File: src/rtl/pio_reader_pkg.sv
// Shared types and status-bit layout for the multi-channel PIO FIFO reader.
// Build option: PIO_READER_TIMESTAMP_EN (see pio_fifo_reader).
package pio_reader_pkg;

  typedef enum logic [1:0] {
    IDLE    = 2'd0,
    POP     = 2'd1,
    WAIT    = 2'd2,
    CAPTURE = 2'd3
  } state_t;

  localparam int ST_ACK    = 0;
  localparam int ST_VALID  = 1;
  localparam int ST_UFLOW  = 2;
  localparam int ST_BUSY   = 3;
  localparam int ST_BADCH  = 4;
  localparam int ST_CH_LSB = 5;

  localparam int CH_SEL_W = 3;
  localparam int LAT_W    = 2;

  function automatic logic chInRange(input logic [CH_SEL_W-1:0] ch, input int numCh);
    return (int'(ch) < numCh);
  endfunction

endpackage

File: src/rtl/pio_reader_chan_mux.sv
// Combinational channel selection (q, empty, usedw) and per-channel threshold compare.
// Two selectors: the live HPS select and the channel latched for the capture in flight.
module pio_reader_chan_mux
  import pio_reader_pkg::*;
#(
  parameter int NUM_CH  = 4,
  parameter int WORD_W  = 16,
  parameter int USEDW_W = 12
) (
  input  logic [CH_SEL_W-1:0]       sel_i,
  input  logic [CH_SEL_W-1:0]       capSel_i,
  input  logic [NUM_CH*WORD_W-1:0]  fifoQ_i,
  input  logic [NUM_CH-1:0]         fifoEmpty_i,
  input  logic [NUM_CH*USEDW_W-1:0] fifoUsedw_i,
  input  logic [USEDW_W-1:0]        threshold_i,
  output logic                      selValid_o,
  output logic                      selEmpty_o,
  output logic [USEDW_W-1:0]        selUsedw_o,
  output logic [WORD_W-1:0]         capQ_o,
  output logic [NUM_CH-1:0]         aboveThr_o
);

  // An out-of-range select reads as empty with a zero fill count.
  always_comb begin
    selValid_o = chInRange(sel_i, NUM_CH);
    selEmpty_o = 1'b1;
    selUsedw_o = '0;
    capQ_o     = '0;
    aboveThr_o = '0;
    for (int i = 0; i < NUM_CH; i++) begin
      if (sel_i == CH_SEL_W'(i)) begin
        selEmpty_o = fifoEmpty_i[i];
        selUsedw_o = fifoUsedw_i[i*USEDW_W +: USEDW_W];
      end
      if (capSel_i == CH_SEL_W'(i)) begin
        capQ_o = fifoQ_i[i*WORD_W +: WORD_W];
      end
      aboveThr_o[i] = (fifoUsedw_i[i*USEDW_W +: USEDW_W] >= threshold_i);
    end
  end

endmodule

File: src/rtl/pio_fifo_reader.sv
// Drains NUM_CH sample FIFOs one word per HPS toggle request, with sticky error status.
// Build option: define PIO_READER_TIMESTAMP_EN to add the hps_timestamp capture port.
module pio_fifo_reader
  import pio_reader_pkg::*;
#(
  parameter int NUM_CH  = 4,
  parameter int WORD_W  = 16,
  parameter int USEDW_W = 12,
  parameter int RD_LAT  = 1
) (
  input  logic                      clk_clk,
  input  logic                      reset_reset_n,
  input  logic [7:0]                hps_read_clk,
  input  logic [7:0]                hps_read_rq,
  input  logic [USEDW_W-1:0]        hps_threshold,
  input  logic [NUM_CH*WORD_W-1:0]  fifo_q,
  input  logic [NUM_CH-1:0]         fifo_empty,
  input  logic [NUM_CH*USEDW_W-1:0] fifo_usedw,
  output logic [NUM_CH-1:0]         fifo_rdreq,
  output logic [WORD_W-1:0]         hps_word,
  output logic [7:0]                hps_read_status,
  output logic [NUM_CH-1:0]         hps_ready_mask,
  output logic [USEDW_W-1:0]        hps_usedw
`ifdef PIO_READER_TIMESTAMP_EN
  ,
  output logic [31:0]               hps_timestamp
`endif
);

  localparam logic [LAT_W-1:0] LAT_LOAD = LAT_W'(RD_LAT - 1);

  state_t               state_q, state_d;
  logic                 reqSeen_q, reqSeen_d;
  logic [CH_SEL_W-1:0]  ch_q, ch_d;
  logic [LAT_W-1:0]     latCnt_q, latCnt_d;
  logic [WORD_W-1:0]    word_q, word_d;
  logic                 ack_q, ack_d;
  logic                 valid_q, valid_d;
  logic                 uflow_q, uflow_d;
  logic                 badCh_q, badCh_d;
  logic [CH_SEL_W-1:0]  servedCh_q, servedCh_d;
  logic [NUM_CH-1:0]    readyMask_q;
  logic [USEDW_W-1:0]   usedw_q;

  logic                 request;
  logic                 busy;
  logic                 selValid;
  logic                 selEmpty;
  logic [USEDW_W-1:0]   selUsedw;
  logic [WORD_W-1:0]    capQ;
  logic [NUM_CH-1:0]    aboveThr;
  logic [CH_SEL_W-1:0]  selCh;
  logic                 unusedPioBits;

  assign selCh         = hps_read_rq[CH_SEL_W-1:0];
  assign request       = (hps_read_clk[0] != reqSeen_q);
  assign unusedPioBits = ^{hps_read_clk[7:1], hps_read_rq[6:CH_SEL_W]};

  pio_reader_chan_mux #(
    .NUM_CH  (NUM_CH),
    .WORD_W  (WORD_W),
    .USEDW_W (USEDW_W)
  ) u_chan_mux (
    .sel_i       (selCh),
    .capSel_i    (ch_q),
    .fifoQ_i     (fifo_q),
    .fifoEmpty_i (fifo_empty),
    .fifoUsedw_i (fifo_usedw),
    .threshold_i (hps_threshold),
    .selValid_o  (selValid),
    .selEmpty_o  (selEmpty),
    .selUsedw_o  (selUsedw),
    .capQ_o      (capQ),
    .aboveThr_o  (aboveThr)
  );

  // WAIT exits when the counter reaches zero, giving RD_LAT-1 wait cycles.
  always_comb begin
    state_d   = state_q;
    reqSeen_d = reqSeen_q;
    ch_d      = ch_q;
    latCnt_d  = latCnt_q;
    unique case (state_q)
      IDLE: begin
        if (request) begin
          reqSeen_d = hps_read_clk[0];
          ch_d      = selCh;
          if (selValid && !selEmpty) state_d = POP;
        end
      end
      POP: begin
        latCnt_d = LAT_LOAD;
        state_d  = (RD_LAT == 1) ? CAPTURE : WAIT;
      end
      WAIT: begin
        latCnt_d = latCnt_q - 1'b1;
        if (latCnt_q == LAT_W'(1)) state_d = CAPTURE;
      end
      CAPTURE: state_d = IDLE;
      default: state_d = IDLE;
    endcase
  end

  always_comb begin
    busy       = (state_q != IDLE);
    fifo_rdreq = '0;
    for (int i = 0; i < NUM_CH; i++) begin
      fifo_rdreq[i] = (state_q == POP) && (ch_q == CH_SEL_W'(i));
    end
    hps_read_status                            = '0;
    hps_read_status[ST_ACK]                    = ack_q;
    hps_read_status[ST_VALID]                  = valid_q;
    hps_read_status[ST_UFLOW]                  = uflow_q;
    hps_read_status[ST_BUSY]                   = busy;
    hps_read_status[ST_BADCH]                  = badCh_q;
    hps_read_status[ST_CH_LSB +: CH_SEL_W]     = servedCh_q;
  end

  // Error acks complete in IDLE without touching the word; a clear beats a same-cycle set.
  always_comb begin
    word_d     = word_q;
    ack_d      = ack_q;
    valid_d    = valid_q;
    uflow_d    = uflow_q;
    badCh_d    = badCh_q;
    servedCh_d = servedCh_q;
    if ((state_q == IDLE) && request) begin
      if (!selValid) begin
        badCh_d = 1'b1;
        valid_d = 1'b0;
        ack_d   = ~ack_q;
      end else if (selEmpty) begin
        uflow_d = 1'b1;
        valid_d = 1'b0;
        ack_d   = ~ack_q;
      end
    end
    if (state_q == CAPTURE) begin
      word_d     = capQ;
      valid_d    = 1'b1;
      servedCh_d = ch_q;
      ack_d      = ~ack_q;
    end
    if (hps_read_rq[7]) begin
      uflow_d = 1'b0;
      badCh_d = 1'b0;
    end
  end

  always_ff @(posedge clk_clk or negedge reset_reset_n) begin
    if (!reset_reset_n) begin
      state_q     <= IDLE;
      reqSeen_q   <= 1'b0;
      ch_q        <= '0;
      latCnt_q    <= '0;
      word_q      <= '0;
      ack_q       <= 1'b0;
      valid_q     <= 1'b0;
      uflow_q     <= 1'b0;
      badCh_q     <= 1'b0;
      servedCh_q  <= '0;
      readyMask_q <= '0;
      usedw_q     <= '0;
    end else begin
      state_q     <= state_d;
      reqSeen_q   <= reqSeen_d;
      ch_q        <= ch_d;
      latCnt_q    <= latCnt_d;
      word_q      <= word_d;
      ack_q       <= ack_d;
      valid_q     <= valid_d;
      uflow_q     <= uflow_d;
      badCh_q     <= badCh_d;
      servedCh_q  <= servedCh_d;
      readyMask_q <= aboveThr;
      usedw_q     <= selValid ? selUsedw : '0;
    end
  end

  assign hps_word       = word_q;
  assign hps_ready_mask = readyMask_q;
  assign hps_usedw      = usedw_q;

`ifdef PIO_READER_TIMESTAMP_EN
  logic [31:0] tsCnt_q, tsCnt_d;
  logic [31:0] ts_q, ts_d;

  always_comb begin
    tsCnt_d = tsCnt_q + 32'd1;
    ts_d    = (state_q == CAPTURE) ? tsCnt_q : ts_q;
  end

  always_ff @(posedge clk_clk or negedge reset_reset_n) begin
    if (!reset_reset_n) begin
      tsCnt_q <= '0;
      ts_q    <= '0;
    end else begin
      tsCnt_q <= tsCnt_d;
      ts_q    <= ts_d;
    end
  end

  assign hps_timestamp = ts_q;
`endif

endmodule

File: config.mk
export PLATFORM = sky130hd
export DESIGN_NAME = pio_fifo_reader
export DESIGN_NICKNAME = d
export VERILOG_FILES = /design/src/rtl/pio_reader_pkg.sv /design/src/rtl/pio_reader_chan_mux.sv /design/src/rtl/pio_fifo_reader.sv
export SDC_FILE = /design/constraint.sdc
export NUM_CORES = 1
export LEC_CHECK = 0
export BUFFER_PORTS_ARGS = -buffer_cell sky130_fd_sc_hd__buf_2
export CORE_ASPECT_RATIO = 1.4
export CORE_MARGIN = 4
export CORE_UTILIZATION = 48
export CTS_BUF_LIST = sky130_fd_sc_hd__clkbuf_8
export DETAILED_ROUTE_END_ITERATION = 6
export PLACE_DENSITY = 0.86
export SLEW_MARGIN = 20
export SYNTH_ARGS = -nofsm -noshare
export SYNTH_HDL_FRONTEND = slang
export SYNTH_HIERARCHICAL = 1
export SYNTH_SLANG_ARGS = --single-unit
File: constraint.sdc
create_clock -name clk_clk -period 2 [get_ports clk_clk]
set_input_delay 0.4 -clock clk_clk [delete_from_list [all_inputs] [get_ports clk_clk]]
set_output_delay 0.4 -clock clk_clk [all_outputs]
set_load 0.005 [all_outputs]
# Yosys cells after proc, flatten, opt, wreduce, memory -nomap -nowiden
# Index checks and enable logic that the tools add are counted.
word_totals:
  ff_bits: 47
  output_inout_bits: 44
  word_cells: 89
  input_bits: 146
op_classes:
  n_eq_ne: 16
  n_reduce_logical: 21
  addsub: 1
  muxes: 33
  order_cmp: 5
  n_bitwise: 1
ops:
  columns: ["op", "n"]
  rows:
  - ["16-bit two-way mux", 4]
  - ["12-bit two-way mux", 5]
  - ["12-bit >= comparator", 4]
  - ["1-bit two-way mux", 19]
  - ["3-bit by 2-bit == test with 1-bit output (second input constant)", 4]
  - ["2-bit nonzero test", 6]
  - ["2-bit != test (second input constant)", 4]
  - ["2-bit one-hot mux with 4 select lines", 1]
  - ["3-bit by 1-bit == test with 1-bit output (second input constant)", 2]
  - ["1-bit logical AND", 6]
  - ["3-bit logical NOT", 2]
  - ["2-bit two-way mux", 3]
  - ["2-bit AND reduction", 3]
  - ["3-bit AND reduction", 2]
  - ["2-bit by 1-bit == test with 1-bit output (second input constant)", 2]
  - ["2-bit == test (second input constant)", 2]
  - ["2-bit one-hot mux with 2 select lines", 1]
  - ["3-bit < comparator (second input constant)", 1]
  - ["3-bit by 1-bit != test with 1-bit output (second input constant)", 1]
  - ["2-bit logical NOT", 1]
  - ["2-bit by 1-bit subtractor with 2-bit output (second input constant)", 1]
  - ["1-bit logical NOT", 1]
  - ["1-bit != test", 1]
  - ["1-bit NOT", 1]

# Longest topological paths before layout
depth:
  ltp_word: 10
  ltp_mapped: 6
  ltp_nobuf: 6

# Hierarchy
# The synthesis kept the hierarchy.
by_module_without_submodules:
  columns: ["mod", "cells_each", "area_each_um2", "n_inst", "seq_area_each_um2"]
  rows:
  - ["pio_reader_chan_mux", 194, 1945.6, 1, 0.0]
  - ["pio_fifo_reader", 130, 1854.3, 1, 1176.1]

# Worst setup path after synthesis
# No wires, ideal clock.
synth_path:
  kind: "in2reg"
  startpoint: "input port hps_read_rq[0]"
  endpoint: "register state_q[1]"
  setup_slack_ns: 0.123
  stages: 6
  required_time_ns: 1.875
  arrival_ns: 1.752
  n_path_buf: 0
  setup_ns: 0.125
  path_cell_list: "mux4_1 -> or2_2 -> inv_1 -> a31o_1 -> o21ai_2 -> mux2_4"
synth_via:
  elab_chain_cells: 9
  word_cells_on_any_way: 13
  classes_between: "order compare: 1; eq/ne: 4; mux: 4; reduce/logical: 4"
synth_lines:
  columns: ["item", "line", "source"]
  rows:
  - ["start, declared", "pio_fifo_reader.sv:14", "input logic [7:0] hps_read_rq,"]
  - ["3-bit logical NOT", "pio_reader_chan_mux.sv:31", "if (sel_i == CH_SEL_W'(i)) begin"]
  - ["1-bit two-way mux (3 in a row)", "pio_reader_chan_mux.sv:31", null]
  - ["1-bit two-way mux *", "pio_reader_chan_mux.sv:31", null]
  - ["via selEmpty", "pio_fifo_reader.sv:48", "logic selEmpty;"]
  - ["1-bit logical NOT *", "pio_fifo_reader.sv:88", "if (selValid && !selEmpty) state_d = POP;"]
  - ["1-bit logical AND *", "pio_fifo_reader.sv:88", null]
  - ["2-bit != test (no line) *", null, null]
  - ["3-bit AND reduction (no line) *", null, null]
  - ["end signal, assigned", "pio_fifo_reader.sv:165", "state_q <= state_d;"]
  - ["end, declared", "pio_fifo_reader.sv:32", "state_t state_q, state_d;"]
# Mark *: on every way through the listed nets, which the timed path passes. The rest lies on a longest branch.
# A chain may end at the register's enable or synchronous reset.

# Worst setup path in the final report
layout_path:
  startpoint: "register state_q[1]"
  endpoint: "output port fifo_rdreq[0]"
layout_via:
  elab_chain_cells: 2
layout_lines:
  columns: ["item", "line", "source"]
  rows:
  - ["2-bit by 1-bit == test with 1-bit output", "pio_fifo_reader.sv:108", "fifo_rdreq[i] = (state_q == POP) && (ch_q == CH_SEL_W'(i));"]
  - ["1-bit logical AND", "pio_fifo_reader.sv:108", null]
  - ["end, declared", "pio_fifo_reader.sv:19", "output logic [NUM_CH-1:0] fifo_rdreq,"]
# Every way passes these cells.

==> metrics <==
Slowest-stage cell, CP dfrtp_1; buffer and inverter count on the worst path 2; Final setup viols 0; WL final 10150 um; cts bufs inserted 5; NetSw 0.001480 W; drt pass-1 iters 4; clock sink total 47; Synth Warn # 6; dpl cells 595; Root Buffer clkbuf_8; number of synthesized flops with an enable pin 0; Tightest Pin Transition 0.4567 ns; row count 38; Worst Setup Path Type reg -> out; Pwr per Cell Area 892.9 nW/um^2; final hold violations 0; VDD IR-drop max 0.0005270 V; NumNets Final 702; logic gate share of total power 0.516; total global-route track usage 0.2096; Die Y 113.3 um; synthesized area per cell 11.73 um^2; Worst Hold Class in -> async; chip width 83.20 um; Starting Density 0.4903; Syn Nets 524; number of DRC markers in iteration 0 76; largest net degree at the start of global routing 29; CTS clk-pin slew, worst paths 0.08 ns; area of the core 7750 um^2; layout cells sized above 1 0.4482; Leak 2.633 nW; Mapped Cells 324; reg-to-reg setup timing slack 0.28 ns; slowest stage delay, CP 0.44 ns; non-filler cells, final 602; routed vias/inst 5.354; met3 Resource Use GR 0.04224; synth unique cells 33; clock latency on the worst-skew pair 0.29 ns; # hold bufs at CTS 0; htree depth 2; Max Fanout on Critical Path 5; Seq/Total Area, Yosys 0.3095; CTS resizes 1; largest delay contributor family on the critical path flip-flops; critical-path cell list inv_1 -> ha_1 -> nor2b_2 -> nor3b_2 -> buf_2; DRC 0; Final Cycle Share 0.9257; Critical Path End Type output port; first-pass GRT wire length 15940 um; Ports 190; max-slew violation count 0; min Tclk post-route 1.851 ns; Seq pwr share 0.338; initial antenna violation count 0; CTS tree built; dominant synthesized flop cell dfrtp_1; Routed Antenna Nets 0; final worst slack 0.1486 ns; GRT met1 Usage 0.2327; Clock Path Buffers 2; final RePlAce weighted congestion 0.8909; # diodes 0; Avg WL per Cell 16.85 um; P_int 0.002904 W; synthesized flop and latch total 47; post-synth top area share 0.3095; top cells by instance count after synthesis ha_1 (54), dfrtp_1 (47), and2_1 (25); ys async rst share 1.000; most frequent cell after synthesis ha_1; Area growth, synth to finish 29.21%; total grt overflow 0; post-DP HPWL 8765 um; CP Launch Type flop; Area contributors post-synth dfrtp_1 (31%), ha_1 (18%), mux4_2 (12%); Most Crowded Layer GR met2; Post-CTS Setup Inserts 0; Worst EP required 1.60 ns; Setup WS pre-CTS -0.07966 ns; Slew HR 0.6955; Max Cap Viol 0; vias in the first global route 3335; outcome finished, final reports clean; Fin Clk Skew 0.004655 ns; Net Sw Frac 0.3375; clock share of power 0.145; area leader, netlist dfrtp_1; IO Port Bufs 178; Mapped Area 3800 um^2; met2 global-route usage 0.4004; fmax 0.5401 GHz; Worst Path Arrival 1.45 ns; via count 3223; die area 9424 um^2; RSZ-0062 raised after global routing no
## stage by stage
step / area [um^2] / hold slack, ns / utilization / setup TNS [ns] / power (W)
2_1_floorplan: 3800 / 0.1044 / - / 0 / 0.003023
3_3_place_gp: 4798 / 0.3704 / 0.6191 / -0.07379 / 0.003648
3_5_place_dp: 4798 / 0.3752 / 0.6191 / -0.09913 / 0.003776
4_1_cts: 4902 / 0.05254 / 0.6325 / 0 / 0.004430
5_1_grt: 4910 / 0.07355 / 0.6335 / 0 / 0.004699
6_report: 4910 / 0.05104 / 0.6335 / 0 / 0.004384
## cell type report
class / count / area, um^2
multi-input combinational: 236 / 2424
fill: 618 / 2840
inverter: 24 / 90.09
tap: 100 / 125.1
timing repair buffer: 188 / 991.0
sequential: 47 / 1177
clock inverter: 2 / 33.78
clock buffer: 5 / 68.82
## registers in the layout, summed over array words and instances, names as in the netlist
name,flops
hps_word,16
hps_usedw,12
hps_ready_mask,4
ch_q,3
servedCh_q,3
latCnt_q,2
state_q,2
ack_q,1
badCh_q,1
reqSeen_q,1
uflow_q,1
valid_q,1
## cells by family after synthesis
group           Yosys count  share of synthesized area
compound gates           44                    0.07508
fa+ha+maj                54                     0.1778
flops                    47                     0.3095
mux                      54                     0.2575
simple gates             82                     0.1208
xor+xnor                  2                   0.004611
buf+inv                  41                    0.05466
## cells in the final DEF (no fill, tap or decap), types with 2 or more instances in the layout
| cell type | netlist | layout |
|---|---|---|
| nand3_1 | 2 | 2 |
| nor2_1 | 15 | 15 |
| inv_1 | 24 | 25 |
| nand4_1 | 8 | 8 |
| a21oi_1 | 5 | 5 |
| mux4_1 | 8 | 8 |
| clkbuf_8 | 0 | 5 |
| nand2_1 | 7 | 7 |
| buf_12 | 0 | 2 |
| dfrtp_1 | 47 | 46 |
| ha_1 | 54 | 54 |
| a21o_1 | 9 | 9 |
| mux2_1 | 20 | 20 |
| and2_1 | 25 | 25 |
| buf_2 | 4 | 178 |
| nor2b_1 | 21 | 20 |
| mux4_2 | 21 | 21 |
| a211oi_1 | 12 | 12 |
| mux2_4 | 4 | 4 |
| buf_4 | 5 | 8 |
| o21ai_0 | 14 | 14 |
## power by group through the flow
| stage | Clock (W) | Sequential (W) | Combinational (W) |
|---|---|---|---|
| after floorplan | 0 | 0.00145 | 0.00158 |
| after global placement | 0 | 0.00147 | 0.00218 |
| after detailed placement | 0 | 0.00150 | 0.00228 |
| after CTS | 0.000668 | 0.00148 | 0.00228 |
| after global routing | 0.000696 | 0.00152 | 0.00248 |
| final | 0.000637 | 0.00148 | 0.00226 |
## worst paths after layout
check,from,end,cells past startpoint
min in group clk_clk,hps_read_rq[7],uflow_q,2
max in group asynchronous,reset_reset_n,ch_q[1],2
worst max register to register,ch_q[0],hps_word[9],4
worst min register to register,hps_word[9],hps_word[9],1
worst max-delay path,state_q[1],fifo_rdreq[0],5
worst min-delay path,reset_reset_n,reqSeen_q,1
## routing by layer
layer  vias up  wire [um]
li1       1547          -
met1      1502       3793
met2       157       5353
met3        17        796
met4         0        202
met5         -          0
Note: power is estimated with default switching activity, not from simulation.
